--- config.mk ---
export PLATFORM = sky130hd
export DESIGN_NAME = sponge_absorb_stream
export DESIGN_NICKNAME = d
export VERILOG_FILES = /design/src/rtl/sponge_absorb_stream_pkg.sv /design/src/rtl/sponge_absorb_stream_pad_block.sv /design/src/rtl/sponge_absorb_stream.sv
export SDC_FILE = /design/constraint.sdc
export NUM_CORES = 1
export LEC_CHECK = 0
export CORE_AREA = 2 2 660 662
export DETAILED_ROUTE_END_ITERATION = 8
export DIE_AREA = 0 0 662 664
export GPL_TIMING_DRIVEN = 0
export PLACE_DENSITY = 0.3
export SLEW_MARGIN = 5
export SYNTH_ARGS = -nofsm -noshare
export SYNTH_HDL_FRONTEND = slang
export SYNTH_SLANG_ARGS = --single-unit
--- constraint.sdc ---
create_clock -name clk -period 16.9 [get_ports clk]
set_clock_uncertainty 0.2 [all_clocks]
set_input_delay 5.07 -clock clk [delete_from_list [all_inputs] [get_ports clk]]
set_output_delay 5.07 -clock clk [all_outputs]
set_load 0.01 [all_outputs]
--- src/rtl/sponge_absorb_stream_pkg.sv ---
// Shared types and constants for the streaming sponge absorb controller.
package sponge_absorb_stream_pkg;

    typedef enum logic [2:0] {
        ST_IDLE,
        ST_ACCEPT,
        ST_START,
        ST_PERM,
        ST_OUT
    } absorb_state_t;

    // Tag sent to the permutation on the final call, MSB first.
    typedef struct packed {
        logic [1:0] domain;
        logic       finalize;
        logic       padded;
    } ds_tag_t;

    localparam int unsigned DS_TAG_W = $bits(ds_tag_t);
    localparam logic [7:0]  PAD_BYTE = 8'h01;

    function automatic ds_tag_t make_tag(input logic [1:0] domain,
                                         input logic       finalize,
                                         input logic       padded);
        ds_tag_t t;
        t.domain   = domain;
        t.finalize = finalize;
        t.padded   = padded;
        return t;
    endfunction

endpackage

--- src/rtl/sponge_absorb_stream_pad_block.sv ---
// Combinational last-block padding: byte mask, pad-byte insertion and padded flag.
module sponge_pad_block
    import sponge_absorb_stream_pkg::*;
#(
    parameter int RATE_W = 128,
    parameter int NB_W   = $clog2(RATE_W/8) + 1
) (
    input  logic [RATE_W-1:0] data,
    input  logic [NB_W-1:0]   bytes,
    input  logic              last,
    output logic [RATE_W-1:0] block,
    output logic              padded
);

    localparam int unsigned NBYTES = RATE_W / 8;

    logic [NB_W-1:0] n;

    always_comb begin
        n      = (bytes > NB_W'(NBYTES)) ? NB_W'(NBYTES) : bytes;
        block  = data;
        padded = 1'b0;
        if (last) begin
            padded = (n != NB_W'(NBYTES));
            // Bytes at and above n are cleared; byte n carries the pad marker.
            for (int unsigned k = 0; k < NBYTES; k++) begin
                if (k >= 32'(n)) begin
                    block[8*k +: 8] = (k == 32'(n)) ? PAD_BYTE : 8'h00;
                end
            end
        end
    end

endmodule

--- src/rtl/sponge_absorb_stream.sv ---
// Streaming sponge absorb controller: XORs padded rate blocks into a held state
// and drives an external permutation core once per block.
module sponge_absorb_stream
    import sponge_absorb_stream_pkg::*;
#(
    parameter int STATE_W = 384,
    parameter int RATE_W  = 128,
    parameter int DS_W    = 4,
    parameter int NB_W    = $clog2(RATE_W/8) + 1
) (
    input  logic               clk,
    input  logic               reset,
    input  logic               init,
    input  logic [STATE_W-1:0] init_state,
    input  logic               in_valid,
    output logic               in_ready,
    input  logic [RATE_W-1:0]  in_data,
    input  logic               in_last,
    input  logic [NB_W-1:0]    in_bytes,
    input  logic [1:0]         domain,
    input  logic               finalize,
    output logic               perm_start,
    output logic [STATE_W-1:0] perm_state,
    output logic [DS_W-1:0]    perm_ds,
    input  logic [STATE_W-1:0] perm_result,
    input  logic               perm_done,
    output logic               out_valid,
    output logic [STATE_W-1:0] out_state,
    input  logic               out_ready
);

    absorb_state_t      fsm;
    logic [STATE_W-1:0] state_q;
    logic               last_q;
    logic [DS_W-1:0]    ds_q;
    logic [RATE_W-1:0]  pad_block;
    logic               pad_flag;

    sponge_pad_block #(
        .RATE_W (RATE_W),
        .NB_W   (NB_W)
    ) u_pad (
        .data   (in_data),
        .bytes  (in_bytes),
        .last   (in_last),
        .block  (pad_block),
        .padded (pad_flag)
    );

    // The state register is only rewritten on transfer or perm_done, which
    // keeps perm_state stable for the whole permutation.
    assign perm_state = state_q;
    assign out_state  = state_q;
    assign perm_ds    = ds_q;

    always_ff @(posedge clk or posedge reset) begin
        if (reset) begin
            fsm        <= ST_IDLE;
            state_q    <= '0;
            last_q     <= 1'b0;
            ds_q       <= '0;
            in_ready   <= 1'b0;
            perm_start <= 1'b0;
            out_valid  <= 1'b0;
        end else begin
            perm_start <= 1'b0;
            case (fsm)
                ST_IDLE: begin
                    if (init) begin
                        state_q  <= init_state;
                        in_ready <= 1'b1;
                        fsm      <= ST_ACCEPT;
                    end
                end
                ST_ACCEPT: begin
                    if (in_valid && in_ready) begin
                        state_q[RATE_W-1:0] <= state_q[RATE_W-1:0] ^ pad_block;
                        last_q     <= in_last;
                        ds_q       <= in_last ? DS_W'(make_tag(domain, finalize, pad_flag)) : '0;
                        in_ready   <= 1'b0;
                        perm_start <= 1'b1;
                        fsm        <= ST_START;
                    end
                end
                ST_START: begin
                    fsm <= ST_PERM;
                end
                ST_PERM: begin
                    if (perm_done) begin
                        state_q <= perm_result;
                        if (last_q) begin
                            out_valid <= 1'b1;
                            fsm       <= ST_OUT;
                        end else begin
                            in_ready <= 1'b1;
                            fsm      <= ST_ACCEPT;
                        end
                    end
                end
                ST_OUT: begin
                    if (init) begin
                        out_valid <= 1'b0;
                        state_q   <= init_state;
                        in_ready  <= 1'b1;
                        fsm       <= ST_ACCEPT;
                    end else if (out_ready) begin
                        out_valid <= 1'b0;
                        fsm       <= ST_IDLE;
                    end
                end
                default: begin
                    fsm <= ST_IDLE;
                end
            endcase
        end
    end

endmodule

==> results.cfg <==
[timing]
hold_viol_final = 0
finalCritPeriodShare = 0.463
tightestPinTransition_ns = 1.25
setup_viol = 0
timing.fmax_mhz = 128
slew_headroom = 0.166
fin_crit_ns = 7.82
rsz0062_at_grt = no
drv_slew = 0

[synth]
synth-async-reset-ratio = 1.00
synthCells = 2848
synth_ff_type = dfrtp_1
synth_commonest_cells = nand2_1 (551), buf_4 (410), dfrtp_1 (395)
yosys.area.top_type_share = 0.422
syn_area_um2 = 23400
ys_ff_latch = 395
synth_area_leaders = dfrtp_1 (42%), buf_4 (13%), nand2_1 (8.8%)
synth_top_area_cell = dfrtp_1
syn_area_per_cell_um2 = 8.23
synth_edf_count = 0
ys_types = 63
yosysMostFrequentCell = nand2_1
ys_warn_count = 0
seq_area_frac_synth = 0.422
synthesis.nets = 3759

[worst_setup_path]
cp.arrival_ns = 2.55
cp_cell_sequence = buf_4 > clkdlybuf4s50_1
timing.rr.start = fsm[0]
path_max_fanout = 3
reg2reg_slack_ns = 13.11
slowest_delay_ns = 1.04
crit_type = reg2out
cp-end-kind = output pin
cp_data_required_time_ns = 11.63
reg2reg_to = out_state[137]
reg2reg_depth = 7
crit_path_start_kind = register
slowest_stage = clkdlybuf4s50_1

[clock_tree]
cts_buffers = 73
htree_levels = 3
clk_latency_ns = 0.80
cts_tree = yes
clock_sinks = 395
postCtsHoldBufs = 0
clk_pin_slew_ns = 0.06
cts_resized = 0
post_cts_buffers = 0
clockRootBuffer = clkbuf_16
cts_buffer_depth = 4

[final_layout]
drive_gt1_frac = 0.143
final_util = 0.116
n_fill_cell = 49813
fin_nets = 5523
instances_no_fill = 10457
fin_area_um2 = 50200
synthToLayoutAreaGrowth_pct = 114

[power]
swShare = 0.530
p_int_mw = 5.43
pwr-share-comb = 0.660
switchingPower_mw = 6.13
seqPwrFrac = 0.197
leakagePower_nw = 18.4
clkPwrFrac = 0.142
power_density_nw_per_um2 = 230
ir_drop_v = 0.0000710

[die]
die_y_um = 664
num_io_pins = 1686
rows = 242
dieArea_um2 = 440000
start_util = 0.0541
design.core.area_um2 = 433000
fp.dieW_um = 662

[global_routing]
globalRoute.totalOverflow = 0
antenna_found_initial = 141
grt_max_degree = 88
track_usage = 0.160
grt_pass1_vias = 31973
grt_pass1_wl_um = 438000

[drt]
antenna_left = 0
dr.pass1.iters = 6
wl_um = 365000
drc = 0
viasPerCell = 2.99
avgRoutedWirePerCell_um = 34.9
drtIter0Drc = 2214
vias = 31282

[place]
gp_congestion = 0.918
dp_cells = 10271
io_buffers = 1684
placed_area_um2 = 47600
dpl.hpwl_um = 322000

[hold_path]
hold_path_class = reg2reg
hold_depth = 1
min_from = perm_ds[0]
hold_path_end = perm_ds[0]

[outcome]
run_status = finished, final reports clean

[run]
cap_violations = 0
-- cells in the final DEF (no fill, tap or decap), types with 5 or more instances in the layout --
| master | n |
|---|---|
| nand2b_1 | 6 |
| buf_2 | 87 |
| clkbuf_1 | 100 |
| o21ai_0 | 231 |
| and4b_1 | 29 |
| a22oi_1 | 6 |
| nor4b_1 | 14 |
| buf_4 | 410 |
| a221oi_1 | 70 |
| dfrtp_1 | 395 |
| inv_1 | 9 |
| a21oi_1 | 122 |
| clkbuf_16 | 73 |
| buf_6 | 13 |
| diode_2 | 60 |
| clkdlybuf4s50_1 | 1684 |
| clkbuf_8 | 16 |
| bufinv_16 | 8 |
| nor3_1 | 29 |
| nor2_1 | 315 |
| clkbuf_2 | 7 |
| o21ai_1 | 35 |
| a22o_1 | 44 |
| clkinvlp_4 | 6 |
| a31oi_1 | 300 |
| clkinv_2 | 6 |
| a222oi_1 | 8 |
| o2bb2ai_1 | 5 |
| nand2_1 | 551 |
-- registers in the layout, indices dropped and copies added, names as in the netlist --
name and count:
fsm 3, perm_ds 4, perm_start 1, out_valid 1
in_ready 1, out_state 384, last_q 1
-- metrics by stage --
step | hold WS (ns) | setup TNS (ns) | total power, mW | setup WS, ns
after floorplan | 0.331 | 0 | 4.63 | 0.647
after global routing | 0.330 | 0 | 12.3 | 8.92
final | 0.318 | 0 | 11.6 | 9.08
after global placement | 0.301 | -3521.68 | 10.2 | -9.30
after detailed placement | 0.306 | 0 | 10.2 | 8.06
after CTS | 0.319 | 0 | 11.9 | 8.85
-- final cells by class --
cell class | count | area, um^2 | area share
Antenna cell | 60 | 150 | 0.00299
Buffer | 610 | 4040 | 0.0803
Clock buffer | 98 | 2080 | 0.0414
Clock inverter | 28 | 414 | 0.00824
Inverter | 10 | 45.0 | 0.000897
Multi-Input combinational cell | 1833 | 9470 | 0.189
Sequential cell | 395 | 9880 | 0.197
Tap cell | 5734 | 7170 | 0.143
Timing Repair Buffer | 1689 | 17000 | 0.338
-- metal layers --
layer | track usage | up-vias | wire (um) | part of all wire
met5 | 0 | - | 296 | 0.00081
met4 | 0.0585 | 44 | 15800 | 0.043
met3 | 0.0721 | 454 | 38400 | 0.11
met2 | 0.297 | 1711 | 190000 | 0.52
met1 | 0.153 | 15825 | 120000 | 0.33
li1 | - | 13248 | - | -
-- power groups by stage --
stage / Clock [mW] / Combinational, mW / Sequential (mW)
floorplan: 0 / 2.62 / 2.01
detailed placement: 0 / 7.88 / 2.32
CTS: 1.73 / 7.90 / 2.32
global route: 1.75 / 8.19 / 2.35
finish: 1.65 / 7.64 / 2.28
global placement: 0 / 7.89 / 2.32
-- logic make-up (layout without fill, tap and decap cells) --
logic type      Yosys count  in the layout  share of synthesized area
flops                   395            395                      0.422
compound gates          850            850                      0.225
other cells               0             60                          0
buf+inv                 620           2435                      0.174
mux                       5              5                    0.00235
simple gates            978            978                      0.177
-- critical path, delay by kind of cell, from the launching register on --
family / cells / cell delay, ns
buffers and inverters: 2 / 1.21
DFF: 1 / 0.54
-- worst max-delay path by stage --
stage | from | to | slack, ns | cells past startpoint
2_1_floorplan | reset | fsm[0] | 0.65 | 1
3_3_place_gp | reset | out_state[339] | -9.30 | 2
3_5_place_dp | init | out_state[246] | 8.06 | 7
4_1_cts | out_state[251] | perm_state[251] | 8.85 | 2
5_1_grt | out_state[213] | perm_state[213] | 8.92 | 2
6_report | out_state[333] | perm_state[333] | 9.08 | 2
Note: power is estimated with default switching activity, not from simulation.
